## config.mk

```make
export PLATFORM = sky130hd
export DESIGN_NAME = cordic_host_if
export DESIGN_NICKNAME = d
export VERILOG_FILES = /design/src/rtl/cordic_host_pkg.sv /design/src/rtl/cordic_host_wdog.sv /design/src/rtl/cordic_host_if.sv
export SDC_FILE = /design/constraint.sdc
export NUM_CORES = 1
export LEC_CHECK = 0
export CAP_MARGIN = 30
export CORE_MARGIN = 8
export CORE_UTILIZATION = 25
export DETAILED_ROUTE_END_ITERATION = 8
export HOLD_SLACK_MARGIN = 0.05
export PLACE_DENSITY = 0.55
export SETUP_SLACK_MARGIN = 0.15
export SLEW_MARGIN = 30
export SYNTH_ARGS = -nofsm -noshare
export SYNTH_HDL_FRONTEND = slang
export SYNTH_SLANG_ARGS = --single-unit
```

## constraint.sdc

```tcl
create_clock -name CLK -period 3 [get_ports CLK]
set_input_delay 0.3 -clock CLK [delete_from_list [all_inputs] [get_ports CLK]]
set_output_delay 0.3 -clock CLK [all_outputs]
set_load 0.1 [all_outputs]
```

## src/rtl/cordic_host_pkg.sv

```systemverilog
// Shared definitions for the CORDIC host front end: FSM state encoding and
// default widths/limits used by the top and the watchdog.
package cordic_host_pkg;

    localparam int DW_DEF      = 13;
    localparam int TIMEOUT_DEF = 64;
    localparam int CW_DEF      = 10;

    typedef enum logic [2:0] {
        IDLE     = 3'd0,
        LOAD_Q   = 3'd1,
        WAIT_RDY = 3'd2,
        READ_AM  = 3'd3,
        READ_PM  = 3'd4,
        HOLD     = 3'd5
    } state_e;

endpackage

```

## src/rtl/cordic_host_wdog.sv

```systemverilog
// Watchdog for the wait-for-ready phase: a clearable up-counter whose
// terminal-count flag marks the last cycle the host is willing to wait.
module cordic_host_wdog
    import cordic_host_pkg::*;
#(
    parameter int TIMEOUT = TIMEOUT_DEF,
    parameter int CW      = CW_DEF
) (
    input  logic CLK,
    input  logic RESET,
    input  logic clr,
    input  logic inc,
    output logic tc
);

    logic [CW-1:0] cnt_q;
    logic [CW-1:0] cnt_d;

    assign tc = (cnt_q == CW'(TIMEOUT - 1));

    // Saturate at terminal count so a stuck core can never wrap the counter.
    always_comb begin
        cnt_d = cnt_q;
        if (clr) begin
            cnt_d = '0;
        end else if (inc && !tc) begin
            cnt_d = cnt_q + 1'b1;
        end
    end

    always_ff @(posedge CLK or negedge RESET) begin
        if (!RESET) begin
            cnt_q <= '0;
        end else begin
            cnt_q <= cnt_d;
        end
    end

endmodule

```

## src/rtl/cordic_host_if.sv

```systemverilog
// Host-side front end for the CORDIC core: takes one I/Q sample per handshake,
// writes it to the core as two words, reads back AM/PM and presents the pair.
module cordic_host_if
    import cordic_host_pkg::*;
#(
    parameter int DW      = DW_DEF,
    parameter int TIMEOUT = TIMEOUT_DEF,
    parameter int CW      = CW_DEF
) (
    input  logic          CLK,
    input  logic          RESET,
    input  logic          s_valid,
    output logic          s_ready,
    input  logic [DW-1:0] s_i,
    input  logic [DW-1:0] s_q,
    output logic          m_valid,
    input  logic          m_ready,
    output logic [DW-1:0] m_am,
    output logic [DW-1:0] m_pm,
    output logic          timeout_err,
    output logic [DW-1:0] core_data_in,
    output logic          core_enable,
    output logic          core_in_n_out,
    input  logic [DW-1:0] core_data_out,
    input  logic          core_data_ready
);

    state_e        state_q, state_d;
    logic [DW-1:0] q_hold_q, q_hold_d;
    logic          s_ready_q, s_ready_d;
    logic          m_valid_q, m_valid_d;
    logic [DW-1:0] m_am_q, m_am_d;
    logic [DW-1:0] m_pm_q, m_pm_d;
    logic          timeout_err_q, timeout_err_d;
    logic [DW-1:0] core_data_in_q, core_data_in_d;
    logic          core_enable_q, core_enable_d;
    logic          core_in_n_out_q, core_in_n_out_d;
    logic          wd_clr;
    logic          wd_inc;
    logic          wd_tc;

    cordic_host_wdog #(
        .TIMEOUT (TIMEOUT),
        .CW      (CW)
    ) u_wdog (
        .CLK   (CLK),
        .RESET (RESET),
        .clr   (wd_clr),
        .inc   (wd_inc),
        .tc    (wd_tc)
    );

    // NOTE: every signal gets a default before the case so no path leaves it
    // unassigned; without this the tool infers latches.
    always_comb begin
        state_d         = state_q;
        q_hold_d        = q_hold_q;
        s_ready_d       = 1'b0;
        m_valid_d       = m_valid_q;
        m_am_d          = m_am_q;
        m_pm_d          = m_pm_q;
        timeout_err_d   = timeout_err_q;
        core_data_in_d  = core_data_in_q;
        core_enable_d   = 1'b0;
        core_in_n_out_d = core_in_n_out_q;
        wd_clr          = 1'b0;
        wd_inc          = 1'b0;

        case (state_q)
            IDLE: begin
                if (s_valid && s_ready_q) begin
                    q_hold_d        = s_q;
                    core_data_in_d  = s_i;
                    core_enable_d   = 1'b1;
                    core_in_n_out_d = 1'b1;
                    state_d         = LOAD_Q;
                end else begin
                    s_ready_d = 1'b1;
                end
            end
            LOAD_Q: begin
                core_data_in_d  = q_hold_q;
                core_enable_d   = 1'b1;
                core_in_n_out_d = 1'b1;
                wd_clr          = 1'b1;
                state_d         = WAIT_RDY;
            end
            WAIT_RDY: begin
                wd_inc = 1'b1;
                // A ready core wins over a watchdog expiring in the same cycle.
                if (core_data_ready) begin
                    core_enable_d   = 1'b1;
                    core_in_n_out_d = 1'b0;
                    state_d         = READ_AM;
                end else if (wd_tc) begin
                    timeout_err_d = 1'b1;
                    s_ready_d     = 1'b1;
                    state_d       = IDLE;
                end
            end
            READ_AM: begin
                m_am_d          = core_data_out;
                core_enable_d   = 1'b1;
                core_in_n_out_d = 1'b0;
                state_d         = READ_PM;
            end
            READ_PM: begin
                m_pm_d    = core_data_out;
                m_valid_d = 1'b1;
                state_d   = HOLD;
            end
            HOLD: begin
                if (m_ready) begin
                    m_valid_d = 1'b0;
                    s_ready_d = 1'b1;
                    state_d   = IDLE;
                end
            end
            default: begin
                state_d = IDLE;
            end
        endcase
    end

    // NOTE: sequential state uses non-blocking assignments so every flop
    // samples the pre-edge value of its neighbours.
    always_ff @(posedge CLK or negedge RESET) begin
        if (!RESET) begin
            state_q         <= IDLE;
            q_hold_q        <= '0;
            s_ready_q       <= 1'b0;
            m_valid_q       <= 1'b0;
            m_am_q          <= '0;
            m_pm_q          <= '0;
            timeout_err_q   <= 1'b0;
            core_data_in_q  <= '0;
            core_enable_q   <= 1'b0;
            core_in_n_out_q <= 1'b0;
        end else begin
            state_q         <= state_d;
            q_hold_q        <= q_hold_d;
            s_ready_q       <= s_ready_d;
            m_valid_q       <= m_valid_d;
            m_am_q          <= m_am_d;
            m_pm_q          <= m_pm_d;
            timeout_err_q   <= timeout_err_d;
            core_data_in_q  <= core_data_in_d;
            core_enable_q   <= core_enable_d;
            core_in_n_out_q <= core_in_n_out_d;
        end
    end

    assign s_ready       = s_ready_q;
    assign m_valid       = m_valid_q;
    assign m_am          = m_am_q;
    assign m_pm          = m_pm_q;
    assign timeout_err   = timeout_err_q;
    assign core_data_in  = core_data_in_q;
    assign core_enable   = core_enable_q;
    assign core_in_n_out = core_in_n_out_q;

endmodule

```

Word-level counts from Yosys, hierarchy flattened
Cells that the tools add are included.
Storage, ports and cells
  word-level logic and storage cells: 62
  memory bits (writable): 0
  bits in registers: 70
  latch bits: 0
  bits in read-only memories: 0
  memories kept: 0
  output and inout bits: 44
Cells by class
  $lt $le $gt $ge: 0
  $mul: 0
  bitwise operators: 1
  shifts and indexed selects: 0
  multiplexer cells: 24
  add/sub/neg operators: 1
  divide/modulo/power cells: 0
  eq/ne operators: 10
  reductions and logical operators: 15
Operator list (count)
  $pmux 13 s2: 1
  $mux 10: 2
  $pmux 3 s6: 1
  $mux 13: 1
  $mux 3: 4
  $mux 1: 11
  $add 10x1->10 const B: 1
  $eq 10x6->1 const B: 1
  $reduce_and 3->1: 3
  $eq 3x2->1 const B: 2
  $eq 3x3->1 const B: 2
  $ne 2x2->1 const B: 3
  $pmux 1 s3: 2
  $reduce_and 2->1: 3
  $reduce_bool 2->1: 3
  $pmux 1 s4: 1
  $reduce_bool 4->1: 1
  $eq 3x1->1 const B: 1
  $logic_not 3->1: 1
  $ne 3x2->1 const B: 1
  $logic_and 1x1->1: 2
  $pmux 1 s2: 1
  $reduce_or 2->1: 1
  $logic_not 1->1: 1
  $not 1->1: 1

Longest topological paths before layout
Gate-level depths: netlist (run 1).
  depth in word-level cells: 5
  gate-level depth with buffers: 6

Cells and area by module
Synthesis (run 1) repeated with hierarchy kept, for this count alone.
Second synthesis, totals
  cell total of the unflattened synthesis: 261
  area, all modules: 3190.6 µm²
By module, submodules not included
  cordic_host_if: cells an instance 198, seq. area each 1501.4 µm², area each 2549.9 µm², times used 1
  cordic_host_wdog: cells an instance 63, seq. area each 250.2 µm², area each 640.6 µm², times used 1

Worst setup path after synthesis (run 1)
Ideal clock, no wire load.
  kind: reg2reg
  start point: reg s_ready_q, in the netlist s_ready
  end point: reg q_hold_q[10]
  setup slack: 923 ps
  library setup time: 128 ps
  cell stages (with the launch flop): 6
  arrival time: 1949 ps
  path buffers: 2
  clock period less this slack: 2077 ps
  cell sequence: dfrtp_1 > nand3b_1 > nand2b_1 > buf_2 > buf_4 > mux2_1
Between the ends
  longest elaborated chain between the ends: 2
Ends and longest elaborated chain
  from (decl): RTL line cordic_host_if.sv:30  | logic s_ready_q, s_ready_d;
  from (signal assigned): RTL line cordic_host_if.sv:142  | s_ready_q <= s_ready_d;
  $logic_and 1x1->1: RTL line cordic_host_if.sv:71  | if (s_valid && s_ready_q) begin
  $reduce_and 2->1 (no line)
  to (signal assigned): RTL line cordic_host_if.sv:141  | q_hold_q <= q_hold_d;
  to (decl): RTL line cordic_host_if.sv:29  | logic [DW-1:0] q_hold_q, q_hold_d;
Every way passes these cells.
A chain may end at the register's enable or synchronous reset.

Worst setup path in the final report (run 1)
  start point: reg state_q[0]
  end point: reg m_am_q[3], in the netlist m_am[3]
Between the ends
  longest elaborated chain between the ends: 1
Ends and longest elaborated chain
  from (decl): RTL line cordic_host_if.sv:28  | state_e state_q, state_d;
  from (signal assigned): RTL line cordic_host_if.sv:140  | state_q <= state_d;
  $eq 3x2->1: RTL line cordic_host_if.sv:69  | case (state_q)
  to (signal assigned): RTL line cordic_host_if.sv:144  | m_am_q <= m_am_d;
  to (decl): RTL line cordic_host_if.sv:32  | logic [DW-1:0] m_am_q, m_am_d;
Every way passes these cells.

==> flow_metrics.tcl, run 1 <==
set metrics [dict create \
    max-slew-margin-rel_pct 52.4 \
    arrival_ns 2.06 \
    area_growth_pct 40.0 \
    cp_max_fo 14 \
    fillerInstances 1203 \
    place_congestion 0.739 \
    worst-slew-pin-transition_ns 0.712 \
    dp_hpwl_um 4950 \
    placementRows 40 \
    crit_type "flip-flop to flip-flop" \
    synthesis.nets 284 \
    drive_gt1_share_pct 30.8 \
    cts.root.buffer_cell "clkbuf_16" \
    io_buffers 87 \
    firstDrtPassIters 4 \
    die_w_um 126 \
    synth_warnings 0 \
    period_share_pct 61.9 \
    wl_per_cell_um 14.9 \
    maxCapViolCount 0 \
    cp_top_family "flip-flops" \
    clock_latency_ns 0.33 \
    postLayoutCellArea_um2 4200 \
    worstPathRequired_ns 3.21 \
    n_antenna_cell 0 \
    yosys.area.top_type "dfrtp_1" \
    grt_pass1_wl_um 11900 \
    timing.fmax_mhz 539 \
    finalSetupViolations 0 \
    drc 0 \
    die_h_um 126 \
    synth_area_um2 3000 \
    vias 2124 \
    skew_ns 0.00515 \
    viasPerCell 4.42 \
    register_area_um2 1750 \
    crit_path_end_kind "flip-flop" \
    path_clk_slew_ns 0.06 \
    ioPinCount 88 \
    tns_ns 0 \
    slowest_stage "dfrtp_1" \
    synth_area_leaders "dfrtp_1 58%, mux2_2 13%, mux2i_1 5.7%" \
    synthArstFlopShare_pct 100 \
    drt-initial-drc-count 110 \
    antenna_found_initial 2 \
    synth_edf_count 0 \
    synth_flop_cell "dfrtp_1" \
    start_util_pct 25.3 \
    hold_viol 0 \
    synth.distinct_cells 34 \
    core_area_um2 11900 \
    min_path_type "flip-flop to flip-flop" \
    ctsHtreeMaxLevel 3 \
    cp_num_buf_inv 0 \
    clkSinkCount 70 \
    min_period_ns 1.86 \
    startpoint_type "flip-flop" \
    ys_seq_area_share_pct 58.4 \
    multi_input_area_um2 1170 \
    outcome "completed" \
    nNetsFinal 374 \
    ant_nets 0 \
    routed_wirelength_um 7150 \
    grt_pass1_vias 2314 \
    cts_tree "built" \
    synth_cells 239 \
    die_area_um2 15800 \
    track_usage_pct 9.45 \
    grt_overflow 0 \
    syn_avg_cell_area_um2 12.5 \
    slew_violations 0 \
    cts_buffer_depth 2 \
    placed_cell_area_um2 3890 \
    cts_buffers 9 \
    synth_top_area_share_pct 58.4 \
    rsz0062_at_grt "no" \
    crit_chain "nand3b_1 -> mux2_1" \
    synth-seq-cells 70 \
    grt_max_degree 71 \
    cpPeakStageDelay_ns 0.63 \
]
## state kept, by name, indices dropped and copies added (netlist names)
| register | count |
|---|---|
| core_data_in | 13 |
| core_enable | 1 |
| core_in_n_out | 1 |
| m_am | 13 |
| m_pm | 13 |
| m_valid | 1 |
| q_hold_q | 13 |
| s_ready | 1 |
| state_q | 3 |
| timeout_err | 1 |
| u_wdog.cnt_q | 10 |
## synthesized netlist by cell type (all sizes together), types with 2 or more instances
library cell and n:
and2 3, a21o 2, nand2b 2, clkbuf 4
nand4 3, xor2 2, nand2 30, nand3 4
nor2 10, nor3b 2, a21oi 6, a31oi 3
o21ai 20, dfrtp 70, buf 8, or3 2
nand3b 4, mux2 39, mux2i 17
## metal layers
layer  GRT usage, %  part of all wire, %  routed length [um]
met2           13.7                   44                3150
met1           11.4                   45                3220
met3           5.48                  9.3                 667
met5              0                 0.32                  23
met4           3.22                  1.3                  91
## worst register-to-register path: stages (launching register included)
cell      delay [ns]
dfrtp_1         0.63
nand3b_1        0.59
mux2_1          0.52
## final timing paths
check / startpoint / to / slack [ns] / cells after the start
worst max-delay path: state_q[0]$_DFFE_PN0P_ / m_am[3]$_DFFE_PN0P_ / 1.14 / 2
worst min-delay path: q_hold_q[9]$_DFFE_PN0P_ / core_data_in[9]$_DFFE_PN0P_ / 0.47 / 2
worst max register to register: state_q[0]$_DFFE_PN0P_ / m_am[3]$_DFFE_PN0P_ / 1.14 / 2
worst min register to register: q_hold_q[9]$_DFFE_PN0P_ / core_data_in[9]$_DFFE_PN0P_ / 0.47 / 2
max in group asynchronous: RESET / m_am[7]$_DFFE_PN0P_ / 2.00 / 2
min in group asynchronous: RESET / core_enable$_DFF_PN0_ / 0.56 / 2
## layout make-up
| class | count | share of cell area [%] |
|---|---|---|
| clock buffer | 11 | 5.55 |
| clock inverter | 5 | 1.43 |
| timing repair buffer | 91 | 18.9 |
| tap | 147 | 4.38 |
| sequential | 70 | 41.7 |
| multi-input combinational | 157 | 28.0 |
## what timing repair did
action                     4_1_cts  5_1_grt
setup endpoints to repair        0        0
resized for setup                0        0
hold buffers                     0        1
buffers inserted                 0        0
hold endpoints to repair         0       31
## metrics by stage
step           std cells  setup slack, ns  hold WS (ns)  utilization [%]
3_3_place_gp         464             1.11         0.457             32.8
5_1_grt              481             1.01         0.495             35.4
2_1_floorplan        239            0.923       0.00441                -
4_1_cts              480             1.10         0.142             35.3
6_report             481             1.14         0.472             35.4
3_5_place_dp         464             1.10         0.463             32.8
## cells by family after synthesis
| family | synth area share [%] |
|---|---|
| and+or+nand+nor | 11.6 |
| buffers and inverters | 2.42 |
| xor gates and xnor gates | 0.584 |
| adders and majority gates | 0.417 |
| DFF | 58.4 |
| muxes | 20.3 |
| AOI/OAI and AO/OA | 6.26 |
## layout by cell type, fill, tap and decap left out, drive strengths merged
master,n
nor3,1
or3,2
and3,1
o21ai,20
dlygate4sd3,1
and2,3
mux2,39
buf,48
nand2b,2
nand3,4
mux2i,17
clkinvlp,1
bufinv,1
xor2,2
a31oi,3
and4,1
clkbuf,11
nor4,1
a21o,2
nor3b,2
nand3b,4
a21oi,6
o32ai,1
nor2b,1
dfrtp,70
ha,1
clkdlybuf4s50,42
or3b,1
nand4,3
clkinv,3
nor2,10
nand2,30
Power of run 1 is left out: the tool's default activity adds up to more than one toggle a clock period on the data nets, which glitch-free logic cannot reach.
==> run 2, diff against run 1 <==
- clock period: 3 -> 1.8 ns (I/O delays scaled with it)
==> flow_metrics.tcl, run 2 (synthesized netlist as in run 1, its figures left out) <==
set metrics [dict create \
    outcome "completed" \
    cts_buffer_depth 2 \
    startpoint_type "flip-flop" \
    fillerInstances 1150 \
    cts_buffers 9 \
    cp_num_buf_inv 1 \
    die_h_um 126 \
    start_util_pct 25.3 \
    cp_top_family "simple AND/OR/NAND/NOR gates" \
    area_growth_pct 44.6 \
    utilization_pct 36.6 \
    ctsHtreeMaxLevel 3 \
    firstDrtPassIters 4 \
    slew_violations 0 \
    cpPeakStageDelay_ns 0.49 \
    register_area_um2 1760 \
    place_congestion 0.762 \
    drc 0 \
    layout_commonest_cell "dfrtp_1" \
    n_antenna_cell 0 \
    max-slew-margin-rel_pct 70.2 \
    crit_path_end_kind "flip-flop" \
    antenna_found_initial 1 \
    placementRows 40 \
    arrival_ns 1.77 \
    maxCapViolCount 0 \
    min_path_type "input port to async pin" \
    drive_gt1_share_pct 33.8 \
    die_w_um 126 \
    slowest_stage "dfrtp_1" \
    cts.root.buffer_cell "clkbuf_16" \
    final_cell_mix "67 x dfrtp_1, 54 x buf_4, 42 x clkdlybuf4s50_1" \
    grt_pass1_vias 2370 \
    cts_tree "built" \
    crit_chain "nor3b_4 -> buf_4 -> and3_1 -> nand4_1 -> mux2i_1" \
    tns_ns 0 \
    ant_nets 0 \
    hold_viol 0 \
    skew_ns 0.00712 \
    timing.fmax_mhz 640 \
    ioPinCount 88 \
    die_area_um2 15800 \
    routed_wirelength_um 7310 \
    grt_pass1_wl_um 12200 \
    core_area_um2 11900 \
    viasPerCell 4.40 \
    clock_latency_ns 0.33 \
    path_clk_slew_ns 0.06 \
    crit_type "flip-flop to flip-flop" \
    io_buffers 87 \
    track_usage_pct 9.65 \
    worst-slew-pin-transition_ns 0.447 \
    dp_hpwl_um 5230 \
    vias 2156 \
    grt_max_degree 32 \
    drt-initial-drc-count 114 \
    finalSetupViolations 0 \
    period_share_pct 86.8 \
    wl_per_cell_um 14.9 \
    nNetsFinal 383 \
    cp_max_fo 8 \
    multi_input_area_um2 1170 \
    rsz0062_at_grt "yes" \
    grt_overflow 0 \
    min_period_ns 1.56 \
    clkSinkCount 70 \
    worstPathRequired_ns 2.01 \
]
==> run 2: cell count changes in the layout (fill, tap and decap cells not counted), sizes merged <==
| cell | change |
|---|---|
| buf | +9 |
| bufinv | +1 |
| clkinv | -2 |
| inv | +1 |
==> run 2: final timing paths <==
kind                                    startpoint  cells past startpoint  slack (ns)                      endpoint
hold reg to reg            timeout_err$_DFFE_PN0P_                      1        0.47       timeout_err$_DFFE_PN0P_
max in group asynchronous                    RESET                      3        0.85       q_hold_q[2]$_DFFE_PN0P_
hold / removal                               RESET                      2        0.34  core_data_in[10]$_DFFE_PN0P_
min in group CLK                            s_q[6]                      2        0.45       q_hold_q[6]$_DFFE_PN0P_
setup / recovery            state_q[0]$_DFFE_PN0P_                      5        0.24   u_wdog.cnt_q[5]$_DFFE_PN0P_
setup reg to reg            state_q[0]$_DFFE_PN0P_                      5        0.24   u_wdog.cnt_q[5]$_DFFE_PN0P_
==> run 2: layer usage <==
metal  wire [um]  track usage, %  up-vias  part of all wire (%)
met5          13               0        -                  0.18
met2        3210            14.1       72                    44
met3         703            5.40        8                   9.6
met1        3330            11.9     1037                    46
met4          53            2.58        2                  0.73
li1            -               -     1037                     -
==> run 2: stage by stage <==
stage / area, um^2 / hold WS (ns) / std cells / worst slack (ns)
after CTS: 4320 / 0.359 / 488 / 0.192
after global placement: 3980 / 0.165 / 471 / 0.155
after detailed placement: 3980 / 0.166 / 471 / 0.133
after floorplan: 3010 / -0.116 / 239 / 0.183
final: 4340 / 0.341 / 490 / 0.237
after global routing: 4340 / 0.388 / 490 / 0.138
==> run 2: area by class of cell <==
| cell class | instances | area share (%) |
|---|---|---|
| clock inverter | 5 | 1.88 |
| clock buffer | 11 | 5.60 |
| tap | 147 | 4.24 |
| sequential | 70 | 40.5 |
| timing repair buffer | 100 | 20.7 |
| multi-input combinational | 157 | 27.1 |
==> run 2: repair_timing <==
item                                   in CTS  in global routing
hold buffers                                1                  0
gates resized for setup                     0                  2
setup endpoints to repair                   0                 10
buffers inserted                            0                  2
endpoints found under the hold margin      29                  0
Power of run 2 is left out for the same reason.
==> run 3, diff against run 2 <==
- CAP_MARGIN: 30 -> default
==> results of run 3 <==
Final layout, timing and power as in run 2 (identical DEF).
Power of run 3 is left out for the same reason.
